===== src/rtl/pitch_pkg.sv =====
// Shared constants and types for the microphone pitch detector.
// Holds parameter defaults, datapath widths and the measurement FSM state type.
package pitch_pkg;

  localparam int unsigned MIC_W    = 12;
  localparam int unsigned PERIOD_W = 10;

  localparam int unsigned MID_DEFAULT        = 2048;
  localparam int unsigned HYST_DEFAULT       = 64;
  localparam int unsigned MIN_PERIOD_DEFAULT = 8;
  localparam int unsigned MAX_PERIOD_DEFAULT = 1023;
  localparam int unsigned AVG_LOG2_DEFAULT   = 2;

  typedef enum logic [0:0] {
    StIdle,
    StMeasure
  } state_e;

endpackage


===== src/rtl/period_averager.sv =====
// Moving average over the last 2^AVG_LOG2 accepted periods.
// avg/avg_valid are combinational on push; the caller registers them.
module period_averager
  import pitch_pkg::*;
#(
  parameter int unsigned AVG_LOG2 = AVG_LOG2_DEFAULT
) (
  input  logic                clk,
  input  logic                reset,
  input  logic                clear,
  input  logic                push,
  input  logic [PERIOD_W-1:0] period,
  output logic [PERIOD_W-1:0] avg,
  output logic                avg_valid,
  output logic                full
);

  localparam int DEPTH = 1 << AVG_LOG2;
  localparam int unsigned SUM_W = PERIOD_W + AVG_LOG2;
  localparam int unsigned CNT_W = AVG_LOG2 + 1;
  localparam logic [CNT_W-1:0] FULL_CNT = CNT_W'(DEPTH);

  logic [PERIOD_W-1:0] hist_q [DEPTH];
  logic [SUM_W-1:0]    sum_q;
  logic [SUM_W-1:0]    sum_new;
  logic [CNT_W-1:0]    fill_q;
  logic [CNT_W-1:0]    fill_next;

  // Unfilled slots are zero, so subtracting the oldest entry is always correct.
  always_comb begin
    sum_new   = sum_q + SUM_W'(period) - SUM_W'(hist_q[DEPTH-1]);
    full      = (fill_q == FULL_CNT);
    fill_next = full ? fill_q : fill_q + 1'b1;
    avg       = sum_new[SUM_W-1:AVG_LOG2];
    avg_valid = push && (fill_next == FULL_CNT);
  end

  always_ff @(posedge clk or negedge reset) begin
    if (!reset) begin
      for (int i = 0; i < DEPTH; i++) hist_q[i] <= '0;
      sum_q  <= '0;
      fill_q <= '0;
    end else if (clear) begin
      for (int i = 0; i < DEPTH; i++) hist_q[i] <= '0;
      sum_q  <= '0;
      fill_q <= '0;
    end else if (push) begin
      hist_q[0] <= period;
      for (int i = 1; i < DEPTH; i++) hist_q[i] <= hist_q[i-1];
      sum_q  <= sum_new;
      fill_q <= fill_next;
    end
  end

endmodule


===== src/rtl/mic_pitch_detector.sv =====
// Pitch detector: hysteretic zero-crossing tracker measures the sample count between
// rising crossings and reports a moving average of accepted periods.
module mic_pitch_detector
  import pitch_pkg::*;
#(
  parameter int unsigned MID        = MID_DEFAULT,
  parameter int unsigned HYST       = HYST_DEFAULT,
  parameter int unsigned MIN_PERIOD = MIN_PERIOD_DEFAULT,
  parameter int unsigned MAX_PERIOD = MAX_PERIOD_DEFAULT,
  parameter int unsigned AVG_LOG2   = AVG_LOG2_DEFAULT
) (
  input  logic                clk,
  input  logic                reset,
  input  logic [MIC_W-1:0]    mic,
  input  logic                mic_valid,
  output logic [PERIOD_W-1:0] period_avg,
  output logic                pitch_valid,
  output logic                voiced
);

  localparam logic [MIC_W-1:0]    HI_TH = MIC_W'(MID + HYST);
  localparam logic [MIC_W-1:0]    LO_TH = MIC_W'(MID - HYST);
  localparam logic [PERIOD_W-1:0] MIN_P = PERIOD_W'(MIN_PERIOD);
  localparam logic [PERIOD_W-1:0] MAX_P = PERIOD_W'(MAX_PERIOD);

  state_e              state_q, state_d;
  logic                pol_q, pol_d;
  logic [PERIOD_W-1:0] cnt_q, cnt_d;
  logic [PERIOD_W-1:0] cnt_inc;
  logic                above, below, crossing;
  logic                accept, timeout, avg_clear;
  logic [PERIOD_W-1:0] avg;
  logic                avg_valid, avg_full;
  logic [PERIOD_W-1:0] period_avg_q;
  logic                pitch_valid_q, voiced_q, voiced_d;

  always_comb begin
    above    = (mic >= HI_TH);
    below    = (mic <= LO_TH);
    crossing = mic_valid && !pol_q && above;
    cnt_inc  = cnt_q + 1'b1;

    pol_d = pol_q;
    if (mic_valid) begin
      if (above)      pol_d = 1'b1;
      else if (below) pol_d = 1'b0;
    end
  end

  always_comb begin
    state_d   = state_q;
    cnt_d     = cnt_q;
    accept    = 1'b0;
    timeout   = 1'b0;
    avg_clear = 1'b0;
    unique case (state_q)
      StIdle: begin
        if (crossing) begin
          cnt_d     = '0;
          avg_clear = 1'b1;
          state_d   = StMeasure;
        end
      end
      StMeasure: begin
        if (mic_valid) begin
          if (crossing && cnt_inc >= MIN_P && cnt_inc < MAX_P) begin
            accept = 1'b1;
            cnt_d  = '0;
          end else begin
            // Short crossings are noise and just keep counting toward timeout.
            cnt_d = cnt_inc;
            if (cnt_inc >= MAX_P) begin
              timeout   = 1'b1;
              avg_clear = 1'b1;
              state_d   = StIdle;
            end
          end
        end
      end
      default: state_d = StIdle;
    endcase
  end

  period_averager #(
    .AVG_LOG2(AVG_LOG2)
  ) u_averager (
    .clk      (clk),
    .reset    (reset),
    .clear    (avg_clear),
    .push     (accept),
    .period   (cnt_inc),
    .avg      (avg),
    .avg_valid(avg_valid),
    .full     (avg_full)
  );

  // Voiced holds while the averager stays full; any clear (timeout) drops it.
  assign voiced_d = !avg_clear && (avg_valid || (voiced_q && avg_full));

  always_ff @(posedge clk or negedge reset) begin
    if (!reset) begin
      state_q       <= StIdle;
      pol_q         <= 1'b0;
      cnt_q         <= '0;
      period_avg_q  <= '0;
      pitch_valid_q <= 1'b0;
      voiced_q      <= 1'b0;
    end else begin
      state_q       <= state_d;
      pol_q         <= pol_d;
      cnt_q         <= cnt_d;
      pitch_valid_q <= avg_valid;
      voiced_q      <= voiced_d;
      if (avg_valid) period_avg_q <= avg;
    end
  end

  assign period_avg  = period_avg_q;
  assign pitch_valid = pitch_valid_q;
  assign voiced      = voiced_q;

endmodule


===== config.mk =====
export PLATFORM = sky130hd
export DESIGN_NAME = mic_pitch_detector
export DESIGN_NICKNAME = d
export VERILOG_FILES = /design/src/rtl/pitch_pkg.sv /design/src/rtl/period_averager.sv /design/src/rtl/mic_pitch_detector.sv
export SDC_FILE = /design/constraint.sdc
export NUM_CORES = 1
export LEC_CHECK = 0
export BUFFER_PORTS_ARGS = -buffer_cell sky130_fd_sc_hd__buf_2
export CAP_MARGIN = 10
export CORE_MARGIN = 2
export CORE_UTILIZATION = 50
export CTS_CLUSTER_DIAMETER = 200
export DETAILED_ROUTE_END_ITERATION = 16
export PLACE_DENSITY = 0.77
export REMOVE_ABC_BUFFERS = 1
export SETUP_SLACK_MARGIN = 0.05
export SYNTH_ARGS = -nofsm -noshare
export SYNTH_HDL_FRONTEND = slang
export SYNTH_SLANG_ARGS = --single-unit

===== constraint.sdc =====
create_clock -name clk -period 4.1 [get_ports clk]
set_input_delay 0.41 -clock clk [delete_from_list [all_inputs] [get_ports clk]]
set_output_delay 0.41 -clock clk [all_outputs]
set_load 0.005 [all_outputs]

==> impl_metrics.xml <==
<?xml version="1.0" encoding="UTF-8"?>
<metrics>
  <group name="grt">
    <metric name="grt_util_all_layers" unit="%">23.43</metric>
    <metric name="grt_max_degree" unit="">80</metric>
    <metric name="first_global_vias" unit="">3993</metric>
    <metric name="grt_pass1_wl" unit="um">19210</metric>
    <metric name="grt-ovfl-total" unit="">0</metric>
    <metric name="grt_antenna_before_repair" unit="">0</metric>
  </group>
  <group name="routing">
    <metric name="drtAntennaViolNets" unit="">0</metric>
    <metric name="via_per_inst" unit="">6.250</metric>
    <metric name="drtPass1Iterations" unit="">5</metric>
    <metric name="detail_route.iter0.violations" unit="">332</metric>
    <metric name="routedWlPerCell" unit="um">17.59</metric>
    <metric name="drcViolationCount" unit="">0</metric>
    <metric name="routed-via-count" unit="">4000</metric>
    <metric name="route.final.wire_length" unit="um">11260</metric>
  </group>
  <group name="critical_path">
    <metric name="path_class" unit="">register to register</metric>
    <metric name="crit_path_max_fanout" unit="">10</metric>
    <metric name="crit_buf_inv" unit="">0</metric>
    <metric name="path_delay_family" unit="">adder cells</metric>
    <metric name="worstReg2RegEnd" unit="">period_avg[6]</metric>
    <metric name="path_depth" unit="">11</metric>
    <metric name="r2r-start" unit="">cnt_q[0]</metric>
    <metric name="r2r_worst_path_depth" unit="">11</metric>
    <metric name="crit_path_end_kind" unit="">register</metric>
    <metric name="setup.worst_path.start_class" unit="">register</metric>
    <metric name="crit_path_top_cell_by_count" unit="">sky130_fd_sc_hd__ha_1</metric>
    <metric name="rrSetupSlack" unit="ns">0.24</metric>
    <metric name="worstPathCellList" unit="">ha_1 -&gt; nor2b_1 -&gt; or2_2 -&gt; fa_1 -&gt; ha_1 -&gt; a21oi_1 -&gt; o211ai_1 -&gt; and2_1 -&gt; o41ai_1 -&gt; xnor2_1 -&gt; mux2_1</metric>
    <metric name="slowest_delay" unit="ns">0.48</metric>
    <metric name="worstPathArrival" unit="ns">4.10</metric>
    <metric name="crit_slowest_cell" unit="">sky130_fd_sc_hd__dfrtp_1</metric>
    <metric name="critical_path_required" unit="ns">4.34</metric>
  </group>
  <group name="yosys">
    <metric name="xor_xnor_fraction_of_synth_area" unit="%">3.693</metric>
    <metric name="synth_top_family_by_area" unit="">simple AND/OR/NAND/NOR gates</metric>
    <metric name="synth.lib_cells_used.distinct" unit="">55</metric>
    <metric name="syn_inst" unit="">498</metric>
    <metric name="synth_top_area_share" unit="%">41.68</metric>
    <metric name="synth_compound_area_share" unit="%">13.56</metric>
    <metric name="synth-adder-area-share" unit="%">8.125</metric>
    <metric name="yosys_most_used_dff" unit="">sky130_fd_sc_hd__dfrtp_1</metric>
    <metric name="edff_count_synth" unit="">0</metric>
    <metric name="basic_gate_share_of_the_synthesized_area_counting_and_or_nand_and_nor_cells" unit="%">20.81</metric>
    <metric name="synthMuxAreaShare" unit="%">5.671</metric>
    <metric name="synth_area_per_cell" unit="um^2">9.525</metric>
    <metric name="synth.ff_latch_count" unit="">79</metric>
    <metric name="post_synth_most_frequent_cells" unit="">sky130_fd_sc_hd__dfrtp_1 (79), sky130_fd_sc_hd__nand3_1 (51), sky130_fd_sc_hd__nand4_1 (42), sky130_fd_sc_hd__o21ai_0 (42), sky130_fd_sc_hd__inv_1 (33)</metric>
    <metric name="synthMostInstantiatedCell" unit="">sky130_fd_sc_hd__dfrtp_1</metric>
    <metric name="synthesis.yosys.warnings" unit="">0</metric>
    <metric name="netlist_top_cells_area" unit="">sky130_fd_sc_hd__dfrtp_1 (42%), sky130_fd_sc_hd__nand4_1 (5.5%), sky130_fd_sc_hd__nand3_1 (5.4%)</metric>
    <metric name="share_of_synthesized_area_occupied_by_flip_flops_and_latches" unit="%">41.68</metric>
    <metric name="post_synth_instance_area" unit="mm^2">0.004743</metric>
    <metric name="synthArstFlopShare" unit="%">100.0</metric>
    <metric name="synth_largest_area_cell" unit="">sky130_fd_sc_hd__dfrtp_1</metric>
  </group>
  <group name="cts">
    <metric name="ctsLongestPathBuffers" unit="">2</metric>
    <metric name="tritoncts_num_sinks" unit="">79</metric>
    <metric name="clock_insertion_delay_worst_skew" unit="ns">0.36</metric>
    <metric name="tritoncts.num_buffers" unit="">9</metric>
    <metric name="post_cts_hold_buffer_count" unit="">0</metric>
    <metric name="clkSlewWorstSetupHoldPaths" unit="ns">0.08</metric>
    <metric name="post-cts-setup-buffers" unit="">0</metric>
    <metric name="post_cts.resized_instances" unit="">0</metric>
    <metric name="cts_tree" unit="">built</metric>
    <metric name="h_tree_levels" unit="">3</metric>
    <metric name="clock-root-buffer" unit="">sky130_fd_sc_hd__clkbuf_8</metric>
  </group>
  <group name="sta">
    <metric name="rsz0062_at_grt" unit="">false</metric>
    <metric name="setup_viol_count_final" unit="">0</metric>
    <metric name="drv_slew" unit="">0</metric>
    <metric name="timing.final.hold_violations" unit="">0</metric>
    <metric name="highest_clock_rate" unit="MHz">259.4</metric>
    <metric name="final.setup.worst_slack" unit="ns">0.2446</metric>
    <metric name="setup_tns" unit="ns">0</metric>
    <metric name="final_min_period_over_clock_period" unit="%">94.03</metric>
    <metric name="relSlewSlack" unit="%">32.56</metric>
    <metric name="period_minus_slack" unit="ns">3.855</metric>
    <metric name="tightestPinTransition" unit="ns">1.012</metric>
    <metric name="skew" unit="ns">0.009929</metric>
  </group>
  <group name="finish">
    <metric name="drive_above_1_share" unit="%">12.13</metric>
    <metric name="design.final.nets" unit="">547</metric>
    <metric name="area.growth.synth_to_final" unit="%">8.309</metric>
    <metric name="antenna_cells" unit="">0</metric>
    <metric name="num-fill-cells" unit="">809</metric>
    <metric name="final_cell_count_no_fill" unit="">640</metric>
  </group>
  <group name="floorplan">
    <metric name="num_rows" unit="">35</metric>
    <metric name="dieArea" unit="mm^2">0.01028</metric>
    <metric name="die_h" unit="um">101.4</metric>
    <metric name="floorplan_die_width" unit="um">101.4</metric>
    <metric name="initial_core_util" unit="%">51.33</metric>
    <metric name="io_pins" unit="">27</metric>
    <metric name="core_footprint" unit="mm^2">0.009240</metric>
  </group>
  <group name="place">
    <metric name="numPortBuffers" unit="">26</metric>
    <metric name="dp_slack" unit="ns">0.3507</metric>
    <metric name="detailedPlacementHpwl" unit="um">7378</metric>
    <metric name="dp_cells" unit="">624</metric>
    <metric name="gpl.final_weighted_congestion" unit="">0.8903</metric>
  </group>
  <group name="pwr">
    <metric name="leakagePower" unit="uW">0.002380</metric>
    <metric name="netSwitchingPower" unit="uW">1198</metric>
    <metric name="power.density" unit="mW/mm^2">577.0</metric>
    <metric name="internal_power" unit="uW">1766</metric>
    <metric name="seqPwrFrac" unit="%">31.9</metric>
    <metric name="pwr-share-clk" unit="%">20.8</metric>
    <metric name="combPwrFrac" unit="%">47.2</metric>
    <metric name="switching_share" unit="%">40.41</metric>
    <metric name="max-vdd-ir-drop" unit="uV">333.1</metric>
  </group>
  <group name="min_path">
    <metric name="class_of_the_worst_hold_path" unit="">input pin to async pin</metric>
  </group>
  <group name="job">
    <metric name="drv_cap" unit="">0</metric>
  </group>
  <group name="run_status">
    <metric name="status" unit="">finished clean</metric>
  </group>
</metrics>
-- power by group through the flow --
| stage | Sequential [uW] | Combinational [uW] | Clock [uW] |
|---|---|---|---|
| floorplan | 942 | 1030 | 0 |
| global placement | 953 | 1290 | 0 |
| detailed placement | 959 | 1360 | 0 |
| CTS | 945 | 1380 | 630 |
| global route | 959 | 1570 | 660 |
| finish | 946 | 1400 | 618 |
-- stage by stage --
stage	hold slack, ns	instance area (um^2)	util, %	power [uW]
after detailed placement	0.4755	4927	53.32	2320
after global placement	0.4734	4927	53.32	2247
after global routing	0.3129	5137	55.60	3189
after floorplan	0.1144	4561	-	1972
after CTS	0.2664	5137	55.60	2953
final	0.2108	5137	55.60	2964
-- metal layers --
layer | up-vias | GRT usage (%) | part of all wire [%]
li1 | 1819 | - | -
met4 | 0 | 7.900 | 1.3
met5 | - | 0 | 0
met1 | 2024 | 30.79 | 44
met3 | 17 | 4.693 | 5.4
met2 | 140 | 38.92 | 49
-- worst max path at each step --
| stage | startpoint | end | slack [ns] |
|---|---|---|---|
| 5_1_grt | cnt_q[0] | period_avg[9] | 0.09 |
| 3_5_place_dp | cnt_q[0] | period_avg[6] | 0.35 |
| 2_1_floorplan | cnt_q[0] | u_averager.hist_q[0] | 0.46 |
| 6_report | cnt_q[0] | period_avg[6] | 0.24 |
| 4_1_cts | cnt_q[0] | period_avg[6] | 0.33 |
| 3_3_place_gp | cnt_q[0] | period_avg[6] | 0.49 |
-- cell usage in the layout, fill, tap and decap left out, drive strengths merged, types with 3 or more instances in the layout --
cell type   n
o31ai      13
mux2       15
xor2        7
nand2b      4
nor3        9
inv        33
o21bai      4
or3         6
nand3      53
o211ai      3
nand2      24
dfrtp      79
clkbuf     14
nor2       14
xnor2      13
and2        4
o21a        3
and3        7
a21oi      15
or4         4
ha         18
nand4      43
o21ai      42
fa          8
mux2i      10
buf        35
-- cell type report --
| cell class | instances | area, um^2 | area share (%) |
|---|---|---|---|
| clock buffer | 14 | 172.7 | 3.361 |
| clock inverter | 2 | 37.54 | 0.7306 |
| inverter | 33 | 123.9 | 2.411 |
| timing repair buffer | 35 | 200.2 | 3.897 |
| sequential | 79 | 1977 | 38.48 |
| tap | 129 | 161.4 | 3.142 |
| multi-input combinational | 348 | 2465 | 47.98 |
-- flip-flops by register name, summed over array words and instances, names as in the netlist --
name               count
u_averager.fill_q      3
cnt_q                 10
pol_q                  1
u_averager.sum_q      12
voiced                 1
period_avg            10
state_q                1
pitch_valid            1
u_averager.hist_q     40
-- kinds of logic after synthesis --
group | after synthesis
adders and majority gates | 26
muxes | 25
AOI/OAI and AO/OA | 99
buffers and inverters | 71
and+or+nand+nor | 178
DFF | 79
xor gates and xnor gates | 20
Note: power is estimated with default switching activity, not from simulation.
